**src/rtl/fpu_pkg.sv**
```systemverilog
// Shared FPU dispatch definitions: opcode fields, unit indices, error codes, FSM states.
// Latency: n/a (types and constants only).
// Backpressure: n/a.
package fpu_pkg;

  // Opcode layout: bit0 is the modifier, bits[4:1] are a one-hot unit select.
  localparam int OPC_WIDTH   = 5;
  localparam int OPC_MOD_BIT = 0;
  localparam int OPC_SEL_LSB = 1;
  localparam int OPC_SEL_MSB = 4;

  localparam int NUM_UNITS = 4;
  localparam int UNIT_ADD  = 0;
  localparam int UNIT_MUL  = 1;
  localparam int UNIT_DIV  = 2;
  localparam int UNIT_CMP  = 3;

  localparam logic [1:0] ERR_OK      = 2'b00;
  localparam logic [1:0] ERR_ILLEGAL = 2'b01;
  localparam logic [1:0] ERR_TIMEOUT = 2'b10;

  typedef enum logic [1:0] {
    ST_IDLE  = 2'd0,
    ST_ISSUE = 2'd1,
    ST_WAIT  = 2'd2,
    ST_RESP  = 2'd3
  } disp_state_t;

endpackage

```
**src/rtl/fpu_op_dispatch_if.sv**
```systemverilog
// Bundle of request, unit and response signals between the dispatcher and its neighbours.
// Latency: n/a (wiring only).
// Backpressure: req_valid/req_ready on the request side, rsp_valid/rsp_ready on the response side.
// Ports: req_* (request in), unit_* (start/operands out, done/results in), rsp_* (response out), busy.
// Modport master is the dispatcher's view; slave is the environment's view.
interface fpu_op_dispatch_if #(
  parameter int WIDTH = 32
);
  logic                 req_valid;
  logic                 req_ready;
  logic [4:0]           req_opcode;
  logic [WIDTH-1:0]     req_a;
  logic [WIDTH-1:0]     req_b;

  logic [3:0]           unit_start;
  logic                 unit_mod;
  logic [WIDTH-1:0]     unit_a;
  logic [WIDTH-1:0]     unit_b;
  logic [3:0]           unit_done;
  logic [4*WIDTH-1:0]   unit_result;

  logic                 rsp_valid;
  logic                 rsp_ready;
  logic [WIDTH-1:0]     rsp_result;
  logic [1:0]           rsp_err;
  logic                 busy;

  modport master (
    input  req_valid, req_opcode, req_a, req_b, unit_done, unit_result, rsp_ready,
    output req_ready, unit_start, unit_mod, unit_a, unit_b, rsp_valid, rsp_result, rsp_err, busy
  );

  modport slave (
    output req_valid, req_opcode, req_a, req_b, unit_done, unit_result, rsp_ready,
    input  req_ready, unit_start, unit_mod, unit_a, unit_b, rsp_valid, rsp_result, rsp_err, busy
  );
endinterface

```
**src/rtl/fpu_op_decode.sv**
```systemverilog
// Opcode decoder: splits an FPU opcode into a one-hot unit select, modifier and legality flag.
// Latency: combinational, zero cycles.
// Backpressure: none.
// Ports: opcode in; sel (one-hot unit select), mod (modifier bit), legal (exactly one select bit set) out.
module fpu_op_decode
  import fpu_pkg::*;
(
  input  logic [OPC_WIDTH-1:0] opcode,
  output logic [NUM_UNITS-1:0] sel,
  output logic                 mod,
  output logic                 legal
);

  assign sel   = opcode[OPC_SEL_MSB:OPC_SEL_LSB];
  assign mod   = opcode[OPC_MOD_BIT];
  // Zero or multiple select bits is an illegal opcode.
  assign legal = $onehot(sel);

endmodule

```
**src/rtl/fpu_op_dispatch.sv**
```systemverilog
// Dispatcher: accepts one FPU request, pulses start to one unit, waits for done or timeout, returns a response.
// Latency: 3 cycles accept-to-rsp_valid minimum; illegal opcode 1 cycle; timeout TIMEOUT+1 cycles after start.
// Backpressure: req_ready only in IDLE; response held stable in RESP until rsp_ready.
// Ports: clk, rst (sync active-high), bus (fpu_op_dispatch_if.master: req_*, unit_*, rsp_*, busy).
module fpu_op_dispatch
  import fpu_pkg::*;
#(
  parameter int WIDTH   = 32,
  parameter int TIMEOUT = 64   // must be >= 2
)(
  input  logic              clk,
  input  logic              rst,
  fpu_op_dispatch_if.master bus
);

  localparam int              CW       = $clog2(TIMEOUT);
  localparam logic [CW-1:0]   CNT_LAST = CW'(TIMEOUT - 1);

  disp_state_t          state;
  logic [NUM_UNITS-1:0] sel_q;
  logic [NUM_UNITS-1:0] start_q;
  logic                 mod_q;
  logic [WIDTH-1:0]     a_q;
  logic [WIDTH-1:0]     b_q;
  logic [WIDTH-1:0]     result_q;
  logic [1:0]           err_q;
  logic [CW-1:0]        cnt;

  logic [NUM_UNITS-1:0] dec_sel;
  logic                 dec_mod;
  logic                 dec_legal;

  logic                 done_hit;
  logic [WIDTH-1:0]     sel_result;

  fpu_op_decode u_decode (
    .opcode (bus.req_opcode),
    .sel    (dec_sel),
    .mod    (dec_mod),
    .legal  (dec_legal)
  );

  // Only the selected unit's done counts; strays from other units fall out here.
  assign done_hit = |(bus.unit_done & sel_q);

  // sel_q is one-hot in WAIT, so OR-ing the masked slices is a plain mux.
  always_comb begin
    sel_result = '0;
    for (int i = 0; i < NUM_UNITS; i++) begin
      if (sel_q[i]) begin
        sel_result = sel_result | bus.unit_result[i*WIDTH +: WIDTH];
      end
    end
  end

  always_ff @(posedge clk) begin
    if (rst) begin
      state    <= ST_IDLE;
      sel_q    <= '0;
      start_q  <= '0;
      mod_q    <= 1'b0;
      a_q      <= '0;
      b_q      <= '0;
      result_q <= '0;
      err_q    <= ERR_OK;
      cnt      <= '0;
    end else begin
      start_q <= '0;
      case (state)
        ST_IDLE: begin
          if (bus.req_valid) begin
            a_q   <= bus.req_a;
            b_q   <= bus.req_b;
            mod_q <= dec_mod;
            if (dec_legal) begin
              sel_q   <= dec_sel;
              start_q <= dec_sel;
              state   <= ST_ISSUE;
            end else begin
              sel_q    <= '0;
              err_q    <= ERR_ILLEGAL;
              result_q <= '0;
              state    <= ST_RESP;
            end
          end
        end
        ST_ISSUE: begin
          cnt   <= '0;
          state <= ST_WAIT;
        end
        ST_WAIT: begin
          // Done beats a coincident timeout.
          if (done_hit) begin
            result_q <= sel_result;
            err_q    <= ERR_OK;
            state    <= ST_RESP;
          end else if (cnt == CNT_LAST) begin
            result_q <= '0;
            err_q    <= ERR_TIMEOUT;
            state    <= ST_RESP;
          end else begin
            cnt <= cnt + 1'b1;
          end
        end
        ST_RESP: begin
          if (bus.rsp_ready) begin
            state <= ST_IDLE;
          end
        end
        default: state <= ST_IDLE;
      endcase
    end
  end

  assign bus.req_ready  = (state == ST_IDLE);
  assign bus.busy       = (state != ST_IDLE);
  assign bus.rsp_valid  = (state == ST_RESP);
  assign bus.rsp_result = result_q;
  assign bus.rsp_err    = err_q;
  assign bus.unit_start = start_q;
  assign bus.unit_mod   = mod_q;
  assign bus.unit_a     = a_q;
  assign bus.unit_b     = b_q;

endmodule

```
**src/flat_wrapper.sv**
```systemverilog
// flat-port wrapper written by rule: the top's interface ports become plain ports
module fpu_op_dispatch_flat import fpu_pkg::*;
#(
  parameter int WIDTH   = 32,
  parameter int TIMEOUT = 64                  
)
  (clk, rst, bus_req_valid, bus_req_opcode, bus_req_a, bus_req_b, bus_unit_done, bus_unit_result, bus_rsp_ready, bus_req_ready, bus_unit_start, bus_unit_mod, bus_unit_a, bus_unit_b, bus_rsp_valid, bus_rsp_result, bus_rsp_err, bus_busy);
  fpu_op_dispatch_if #(.WIDTH(WIDTH)) bus_i ();
  input  logic clk;
  input  logic rst;
  input wire logic [$bits(bus_i.req_valid)-1:0] bus_req_valid;
  input wire logic [$bits(bus_i.req_opcode)-1:0] bus_req_opcode;
  input wire logic [$bits(bus_i.req_a)-1:0] bus_req_a;
  input wire logic [$bits(bus_i.req_b)-1:0] bus_req_b;
  input wire logic [$bits(bus_i.unit_done)-1:0] bus_unit_done;
  input wire logic [$bits(bus_i.unit_result)-1:0] bus_unit_result;
  input wire logic [$bits(bus_i.rsp_ready)-1:0] bus_rsp_ready;
  output wire logic [$bits(bus_i.req_ready)-1:0] bus_req_ready;
  output wire logic [$bits(bus_i.unit_start)-1:0] bus_unit_start;
  output wire logic [$bits(bus_i.unit_mod)-1:0] bus_unit_mod;
  output wire logic [$bits(bus_i.unit_a)-1:0] bus_unit_a;
  output wire logic [$bits(bus_i.unit_b)-1:0] bus_unit_b;
  output wire logic [$bits(bus_i.rsp_valid)-1:0] bus_rsp_valid;
  output wire logic [$bits(bus_i.rsp_result)-1:0] bus_rsp_result;
  output wire logic [$bits(bus_i.rsp_err)-1:0] bus_rsp_err;
  output wire logic [$bits(bus_i.busy)-1:0] bus_busy;
  assign bus_i.req_valid = bus_req_valid;
  assign bus_i.req_opcode = bus_req_opcode;
  assign bus_i.req_a = bus_req_a;
  assign bus_i.req_b = bus_req_b;
  assign bus_i.unit_done = bus_unit_done;
  assign bus_i.unit_result = bus_unit_result;
  assign bus_i.rsp_ready = bus_rsp_ready;
  assign bus_req_ready = bus_i.req_ready;
  assign bus_unit_start = bus_i.unit_start;
  assign bus_unit_mod = bus_i.unit_mod;
  assign bus_unit_a = bus_i.unit_a;
  assign bus_unit_b = bus_i.unit_b;
  assign bus_rsp_valid = bus_i.rsp_valid;
  assign bus_rsp_result = bus_i.rsp_result;
  assign bus_rsp_err = bus_i.rsp_err;
  assign bus_busy = bus_i.busy;
  fpu_op_dispatch #(.WIDTH(WIDTH), .TIMEOUT(TIMEOUT)) u_core (.clk(clk), .rst(rst), .bus(bus_i));
endmodule
```
**config.mk**
```make
export PLATFORM = sky130hd
export DESIGN_NAME = fpu_op_dispatch_flat
export DESIGN_NICKNAME = d
export VERILOG_FILES = /design/src/rtl/fpu_pkg.sv /design/src/rtl/fpu_op_dispatch_if.sv /design/src/rtl/fpu_op_decode.sv /design/src/rtl/fpu_op_dispatch.sv /design/src/flat_wrapper.sv
export SDC_FILE = /design/constraint.sdc
export NUM_CORES = 1
export LEC_CHECK = 0
export BUFFER_PORTS_ARGS = -buffer_cell sky130_fd_sc_hd__buf_2
export CELL_PAD_IN_SITES_DETAIL_PLACEMENT = 0
export CELL_PAD_IN_SITES_GLOBAL_PLACEMENT = 1
export CORE_MARGIN = 3
export CORE_UTILIZATION = 27
export CTS_BUF_LIST = sky130_fd_sc_hd__clkbuf_4 sky130_fd_sc_hd__clkbuf_8
export DETAILED_ROUTE_END_ITERATION = 10
export HOLD_SLACK_MARGIN = 0.05
export PLACE_DENSITY_LB_ADDON = 0.1
export SLEW_MARGIN = 0
export SYNTH_ARGS = -nofsm -noshare
export SYNTH_HDL_FRONTEND = slang
export SYNTH_HIERARCHICAL = 1
export SYNTH_SLANG_ARGS = --single-unit
```
**constraint.sdc**
```tcl
create_clock -name clk -period 2.7 [get_ports clk]
set_input_delay 0.135 -clock clk [delete_from_list [all_inputs] [get_ports clk]]
set_output_delay 0.135 -clock clk [all_outputs]
set_load 0.02 [all_outputs]
```
**After elaboration in Yosys (flattened, before gate mapping)**

Index checks and enable logic that the tools add are counted.

- Bits in latches: 0
- Memories: 0
- Memory bits (read-only): 0
- Register bits after elaboration: 115
- Bits in writable memories: 0
- Logic and storage cells: 64

- Bitwise logic cells: 6
- Add/sub/neg operators: 4
- Reduce and logical (&&, ||, !) cells: 10
- Order comparisons: 0
- Shift operators: 0
- Multiplexer cells: 24
- Multipliers: 0
- Divide/modulo/power cells: 0
- Equality and inequality tests: 11

Operators with widths:

| cell | number |
|---|---|
| 32-bit 2-to-1 mux | 8 |
| 32-bit bitwise OR | 3 |
| 32-bit case mux with 2 select lines | 1 |
| 2-bit 2-to-1 mux | 9 |
| 6-bit 2-to-1 mux | 2 |
| 6-bit case mux with 2 select lines | 1 |
| 2-bit inequality test, second input constant | 5 |
| 2-bit case mux with 4 select lines | 1 |
| 6-bit by 1-bit adder with 6-bit output, second input constant | 1 |
| 6-bit == test, second input constant | 1 |
| 3-bit AND reduction | 2 |
| 2-bit nonzero test | 3 |
| 1-bit by 1-bit adder with 2-bit output | 2 |
| 4-bit bitwise AND | 1 |
| 2-bit == test, second input constant | 2 |
| 4-bit 2-to-1 mux | 1 |
| 2-bit case mux with 2 select lines | 1 |
| 4-bit AND reduction | 1 |
| 4-bit OR reduction | 1 |
| 3-bit by 2-bit adder with 3-bit output | 1 |
| 3-bit by 1-bit == test with 1-bit output, second input constant | 1 |
| 3-bit by 1-bit inequality test with 1-bit output, second input constant | 1 |
| 3-bit OR reduction | 1 |
| 2-bit by 1-bit == test with 1-bit output, second input constant | 1 |
| other kinds (3) | 4 |

**Longest topological paths before layout**

Gate-level depths: netlist (run 1).

- Depth in word-level cells: 9
- Mapped depth: 13
- Depth with buffers taken out: 10

**Hierarchy**

Netlist (run 1), hierarchy kept.

By module, submodules not included:

| module | area each (µm²) | times used | seq. area each (µm²) | cells an instance |
|---|---|---|---|---|
| fpu_op_dispatch | 4654.5 | 1 | 2302.2 | 538 |
| fpu_op_decode | 113.9 | 1 | 0.0 | 14 |

**Worst setup path after synthesis (run 1)**

OpenSTA, ideal clock, no wires.

- Kind: input to register
- Start point: in bus_req_opcode[1]
- End point: reg u_core.result_q[10] (netlist: u_core/bus.rsp_result[10])
- Data required time: 2630 ps
- Setup time: 70 ps
- Cell stages on the path: 12
- Path slack: 161 ps
- Arrival time: 2469 ps
- Path through: inv_1 -> fa_1 -> inv_1 -> ha_1 -> ha_1 -> nor3b_2 -> clkbuf_1 -> nor2b_1 -> mux2_2 -> a21oi_4 -> buf_4 -> o2bb2ai_1

- Cells in the longest elaborated chain, start to end: 5

Ends and longest elaborated chain:

| what | line | RTL |
|---|---|---|
| from (decl) | flat_wrapper.sv:12 | `input wire logic [$bits(bus_i.req_opcode)-1:0] bus_req_opcode;` |
| 1-bit by 1-bit adder with 2-bit output (implied by the code) | fpu_op_decode.sv:17 | `assign legal = $onehot(sel);` |
| 3-bit by 2-bit adder with 3-bit output (implied by the code) | fpu_op_decode.sv:17 |  |
| 3-bit by 1-bit == test with 1-bit output | fpu_op_decode.sv:17 |  |
| named net u_core.dec_legal | fpu_op_dispatch.sv:31 | `logic dec_legal;` |
| 2-bit inequality test (no line) | -- |  |
| 4-bit AND reduction (no line) | -- |  |
| to (signal assigned) | fpu_op_dispatch.sv:94 | `result_q <= sel_result;` |
| to (decl) | fpu_op_dispatch.sv:25 | `logic [WIDTH-1:0] result_q;` |

The timed path passes the listed nets, and every way through them passes these cells.
A chain may end at the register's enable or synchronous reset.

**Worst setup path in the final report (run 1)**

- Start point: in bus_req_opcode[4]
- End point: reg u_core.result_q[18] (netlist: u_core/bus.rsp_result[18])

Same word-level chain as after synthesis.

==> results.md, run 1 <==
- Placed wire-length estimate: 13.13 mm
- DIE AREA: ~19000 um^2
- Cell Area, Placed: ~6500 um^2
- Synthesized Nets: about 770
- Most frequent cells in the layout: buf_2, nand2_1, dlygate4sd3_1
- Dpl cells: just over 1000
- Via-per-instance ratio: 4.791
- Clock transition at the registers of the reported paths: around 70 ps
- Distinct cell type count of the synthesized netlist: 33
- Worst hold margin: about 72 ps
- Routed Antenna Nets: 0
- VDD IR-drop max: approximately 0.46 mV
- Ports: 311
- Ys flop type: dfxtp_1
- Mapped Cells: ~550
- Max Freq: ~390 MHz
- Post-synthesis mux area share: less than 1%
- TNS Setup: 0 ps
- Mapped Area: ~4800 um^2
- Clock H-tree levels: 4
- Initial antenna violation count: 1
- Nets: 1186
- Clock sink count: roughly 120
- Register share of total power: 36.2%
- Clock Latency Late Sink: ~430 ps
- IO buf count: between 300 and 400
- Crit Path Max Fanout: 8
- Kind of end point of the critical path: register
- Layout area overhead: 73.29%
- Die Span X: between 100 and 150 um
- Largest family of logic cells by synthesized area: compound AO/OA/AOI/OAI gates
- Slowest cell on crit path: dlygate4sd3_1
- Routed wire per std cell: between 15 and 20 um
- XOR/XNOR Fraction of Synth Area: 0%
- Sw Ratio: a little over a third
- Critical path class: input port to register
- Internal Power: ~3.5 mW
- First-pass GRT wire length: 29.84 mm
- Chip height: 138.9 um
- MaxCap Viol Count: 0
- Detailed Route WL: roughly 20 mm
- Initial Util: between 20% and 30%
- TritonCTS clock tree: yes
- Final setup viols: 0
- GRT overflow: 0
- Post-Synth Simple-Gate Area: between 10 and 15%
- Most common cell after layout, fill and taps aside: buf_2
- Pre-CTS setup slack: roughly 140 ps
- Data arrival time of the worst path: approximately 3000 ps
- RSZ-0062 raised after global routing: no
- Layout cells sized above 1: between 30% and 40%
- Slew HR: 54.95%
- Endpoints failing hold: 0
- Power Dens Cells: 669.8 nW/um^2
- Num CTS Buffers: 17
- Yosys warns: 6
- Pre-antenna DRT Iters: 5
- Final Skew: 8.781 ps
- CP Cell Sequence: dlygate4sd3_1 > buf_2 > inv_1 > fa_1 > inv_1 > ha_1 > ha_1 > nor3b_2 > nor2b_1 > mux2_4 > a21oi_4 > buf_12 > clkbuf_16 > o2bb2ai_1
- Largest net degree at the start of global routing: 74
- Clock Tree Buf Depth: 2
- DRC violations left: 0
- EDFF count, synth: 0
- CP peak stage delay: approximately 530 ps
- Post-synthesis register bit count: about 120
- Compound-Gate Fraction of Synth Area: 28.58%
- Via count: 5778
- Vias in the first global route: about 6000
- Pleak: about 3.7 nW
- Synth async-reset ratio: 0%
- Worst-Margin Slew: ~680 ps
- Final period utilization: between 90% and 100%
- Total GRT Usage: a little under a fifth
- # rows: 47
- Outcome: finished, final reports clean
- Final WS setup: 130.1 ps
- HP Class: input port to register
- CORE AREA: approximately 17000 um^2
- Crit path launch type: input port
- DR iter-0 viols: around 310
- Final instance area: a little over 8000 um^2
- Post-Synth Adder-Cell Area: approximately 2.3%
- Post-Syn Area per Cell: 8.638 um^2
- Clock share of power: a little over a quarter
- Post-route insts no fill: around 1200
- Comb pwr share: 36.9%
- Clk root buf: clkbuf_8
- Routability cong.: between 0.9 and 1
- Worst EP required: between 3000 and 4000 ps
- Tmin final: around 2600 ps
- Register area share after synthesis: around 48%
- Max-slew violation count: 0
- NetSw: approximately 2 mW
## repair_timing
item | CTS | global route
setup buffers | 0 | 2
setup endpoints to repair | 0 | 32
hold buffers | 133 | 0
hold endpoints to repair | 106 | 0
gates resized for setup | 0 | 3
## routing by layer
layer | global-route usage, % | up-vias | wire, um
li1 | - | 2822 | -
met1 | 21.12 | 2663 | 7629
met2 | 33.06 | 256 | 9811
met3 | 6.310 | 37 | 1536
met4 | 7.775 | 0 | 533
met5 | 0 | - | 0
## worst max-delay path, delay by kind of cell
family | cells | cell delay (ps)
AOI/OAI and AO/OA | 2 | 260
adders and majority gates | 3 | 920
buffers and inverters | 6 | 1040
muxes | 1 | 290
and+or+nand+nor | 2 | 270
## registers in the layout, summed over array words and instances (netlist names)
register	count
u_core/bus.rsp_result	32
u_core/bus.unit_a	32
u_core/bus.unit_b	32
u_core/cnt	6
u_core/bus.unit_start	4
u_core/sel_q	4
u_core/bus.rsp_err	2
u_core/state	2
u_core/bus.unit_mod	1
## power by group through the flow
stage / clock network (mW) / logic (mW) / registers [mW]
4_1_cts: 1.55 / 1.92 / 2.00
5_1_grt: 1.63 / 2.22 / 2.03
3_3_place_gp: 0 / 1.70 / 2.03
2_1_floorplan: 0 / 0.892 / 2.23
6_report: 1.49 / 2.04 / 2.00
3_5_place_dp: 0 / 1.73 / 2.04
## metrics by stage
step | total power [mW] | util, %
6_report | 5.534 | 48.79
5_1_grt | 5.882 | 48.79
4_1_cts | 5.470 | 48.25
3_5_place_dp | 3.764 | 38.22
3_3_place_gp | 3.729 | 38.22
2_1_floorplan | 3.125 | -
## cells in the mapped netlist (all sizes together), types with 2 or more instances
master | n | area [um^2]
or3 | 4 | 25.02
a211oi | 2 | 15.01
a22o | 34 | 297.8
o2bb2ai | 32 | 280.3
nor2 | 5 | 18.77
nand3 | 9 | 45.04
a31oi | 2 | 12.51
nor3 | 6 | 30.03
buf | 19 | 112.6
a21oi | 79 | 406.6
clkbuf | 35 | 131.4
nor2b | 2 | 12.51
nand2 | 141 | 529.3
o21ai | 5 | 25.02
ha | 7 | 87.58
a221oi | 32 | 280.3
inv | 11 | 41.29
dfxtp | 115 | 2302
## cell families (layout without fill, tap and decap cells)
family,count (synthesis),after routing
AOI/OAI and AO/OA,191,191
and+or+nand+nor,172,172
DFF,115,115
buffers and inverters,65,498
adders and majority gates,8,8
muxes,1,1
other,0,1
## final timing paths
kind                                       startpoint                        end  slack [ps]  cells after the start
worst max-delay path                bus_req_opcode[4]  u_core/bus.rsp_result[18]         130                     14
worst min-delay path              bus_unit_result[32]   u_core/bus.rsp_result[0]          70                      3
worst max register to register          u_core/cnt[0]  u_core/bus.rsp_result[18]         540                      7
worst min register to register  u_core/bus.unit_a[26]      u_core/bus.unit_a[26]         450                      2
## layout make-up
class | instances | area, um^2
inverter | 11 | 41.29
antenna | 1 | 2.502
sequential | 115 | 2302
fill | 1640 | 8673
multi-input combinational | 372 | 2195
tap | 220 | 275.3
clock buffer | 21 | 282.8
clock inverter | 10 | 83.83
timing repair buffer | 456 | 3080
No activity file was read; power rests on OpenSTA's default activity.
==> run 2: changes to the inputs <==
==> constraint.sdc (replaced) <==
create_clock -name clk -period 2.1 [get_ports clk]
set_input_delay 0.105 -clock clk [delete_from_list [all_inputs] [get_ports clk]]
set_output_delay 0.105 -clock clk [all_outputs]
set_load 0.02 [all_outputs]
==> results.md, run 2 (synthesis gave the netlist of run 1 again) <==
- Outcome: finished, final reports clean
- Layout cells sized above 1: approximately 37%
- Layout area overhead: 74.15%
- MaxCap Viol Count: 0
- Clock sink count: between 100 and 150
- DR iter-0 viols: between 150 and 200
- Initial antenna violation count: 1
- Crit Path Max Fanout: 32
- Cell Area, Placed: roughly 6600 um^2
- VDD IR-drop max: about 0.6 mV
- Kind of end point of the critical path: register
- Max-slew violation count: 0
- First-pass GRT wire length: around 30 mm
- Clock H-tree levels: 4
- CORE AREA: approximately 17000 um^2
- DIE AREA: between 15000 and 20000 um^2
- # rows: 47
- Nets: 1192
- Tmin final: approximately 2000 ps
- Final Skew: approximately 8.3 ps
- Num CTS Buffers: 17
- Vias in the first global route: around 6000
- GRT overflow: 0
- Slowest cell on crit path: fa_1
- Ports: approximately 310
- Clock transition at the registers of the reported paths: 70 ps
- Total GRT Usage: between 10% and 20%
- Critical path class: input port to register
- IO buf count: between 300 and 400
- Routed wire per std cell: approximately 16 um
- Chip height: between 100 and 150 um
- Die Span X: 138.9 um
- Most frequent cells in the layout: buf_2, nand2_1, dlygate4sd3_1
- Worst-Margin Slew: ~460 ps
- Max Freq: roughly 500 MHz
- Worst reg-to-reg setup slack: approximately 150 ps
- Via-per-instance ratio: 4.761
- Final period utilization: between 90% and 100%
- TritonCTS clock tree: yes
- Clock Tree Buf Depth: 2
- Most common cell after layout, fill and taps aside: buf_2
- Routability cong.: about 0.94
- Routed Antenna Nets: 0
- Clk root buf: clkbuf_8
- Pre-antenna DRT Iters: 4
- HP Class: input port to register
- Slew HR: 69.25%
- CP top delay family: adder cells
- Initial Util: between 20% and 30%
- CP Cell Sequence: buf_2 > inv_8 > fa_1 > inv_1 > ha_2 > ha_4 > nor3b_2 > nor2b_1 > mux2_4 > a21oi_4 > buf_12 > o2bb2ai_1
- Data arrival time of the worst path: 2360 ps
- Pleak: 3.708 nW
- Worst EP required: approximately 2500 ps
- RSZ-0062 raised after global routing: no
- Largest net degree at the start of global routing: 70
- CP Buf/Inv Count: 4
- Placed wire-length estimate: between 10 and 15 mm
- Final instance area: around 8300 um^2
- Endpoints failing hold: 0
- DRC violations left: 0
- Crit path launch type: input port
- Via count: 5770
- Final setup viols: 0
- Detailed Route WL: roughly 19 mm
- CP peak stage delay: between 500 and 600 ps
- Clock Latency Late Sink: roughly 440 ps
- Worst hold margin: 77.24 ps
- Power Dens Cells: 856.9 nW/um^2
## run 2: cell count changes in the layout (fill, tap and decap cells not counted), moves of 2 or more
cell,previous run,this run
clkinv_2,6,4
buf_4,7,15
clkbuf_16,2,0
ha_1,7,5
buf_6,2,0
buf_2,308,310
clkbuf_8,20,18
clkinv_4,1,4
## run 2: worst register-to-register path, delay by kind of cell (launching register included)
family	cells	cell delay [ps]
flops	1	340
compound gates	3	920
fa+ha+maj	1	220
buf+inv	3	410
## run 2: repair_timing
action                     CTS  global route
hold buffers               133             0
setup endpoints to repair    0            33
setup buffers                0             1
gates resized for setup      0             2
hold endpoints to repair   103             0
## run 2: per-layer routing
metal  track usage (%)  vias to the layer above  wire [um]
met3             8.103                       37       1794
met5                 0                        -          0
met4             7.673                        0        567
met2             33.62                      255       9569
li1                  -                     2825          -
met1             20.59                     2653       7334
## run 2: cell type report
cell class,count,area [um^2]
sequential,115,2302
antenna,1,2.502
timing repair buffer,462,3075
inverter,11,48.80
clock buffer,18,247.7
multi-input combinational,372,2215
tap,220,275.3
clock inverter,13,137.6
fill,1634,8632
## run 2: final timing paths
kind,start,depth (start not counted),end
worst min register to register,u_core/bus.unit_b[0],2,u_core/bus.unit_b[0]
worst max register to register,u_core/state[0],7,u_core/bus.rsp_result[12]
worst max-delay path,bus_req_opcode[1],12,u_core/bus.rsp_result[12]
worst min-delay path,bus_req_valid,4,u_core/state[1]
## run 2: power by group
group	total [mW]	switching [mW]	internal, mW
logic	2.54	1.48	1.06
registers	2.57	0.139	2.43
clock network	2.01	0.931	1.07
## run 2: metrics by stage
stage	setup TNS [ps]	std cells	setup slack [ps]	utilization, %	power (mW)
2_1_floorplan	-7185	552	-241.5	-	4.054
3_3_place_gp	-10870	1046	-325.3	38.81	4.857
3_5_place_dp	-12190	1046	-398.6	38.81	4.906
4_1_cts	0	1210	43.08	48.94	7.188
5_1_grt	0	1212	15.32	49.03	7.598
6_report	0	1212	100.2	49.03	7.116
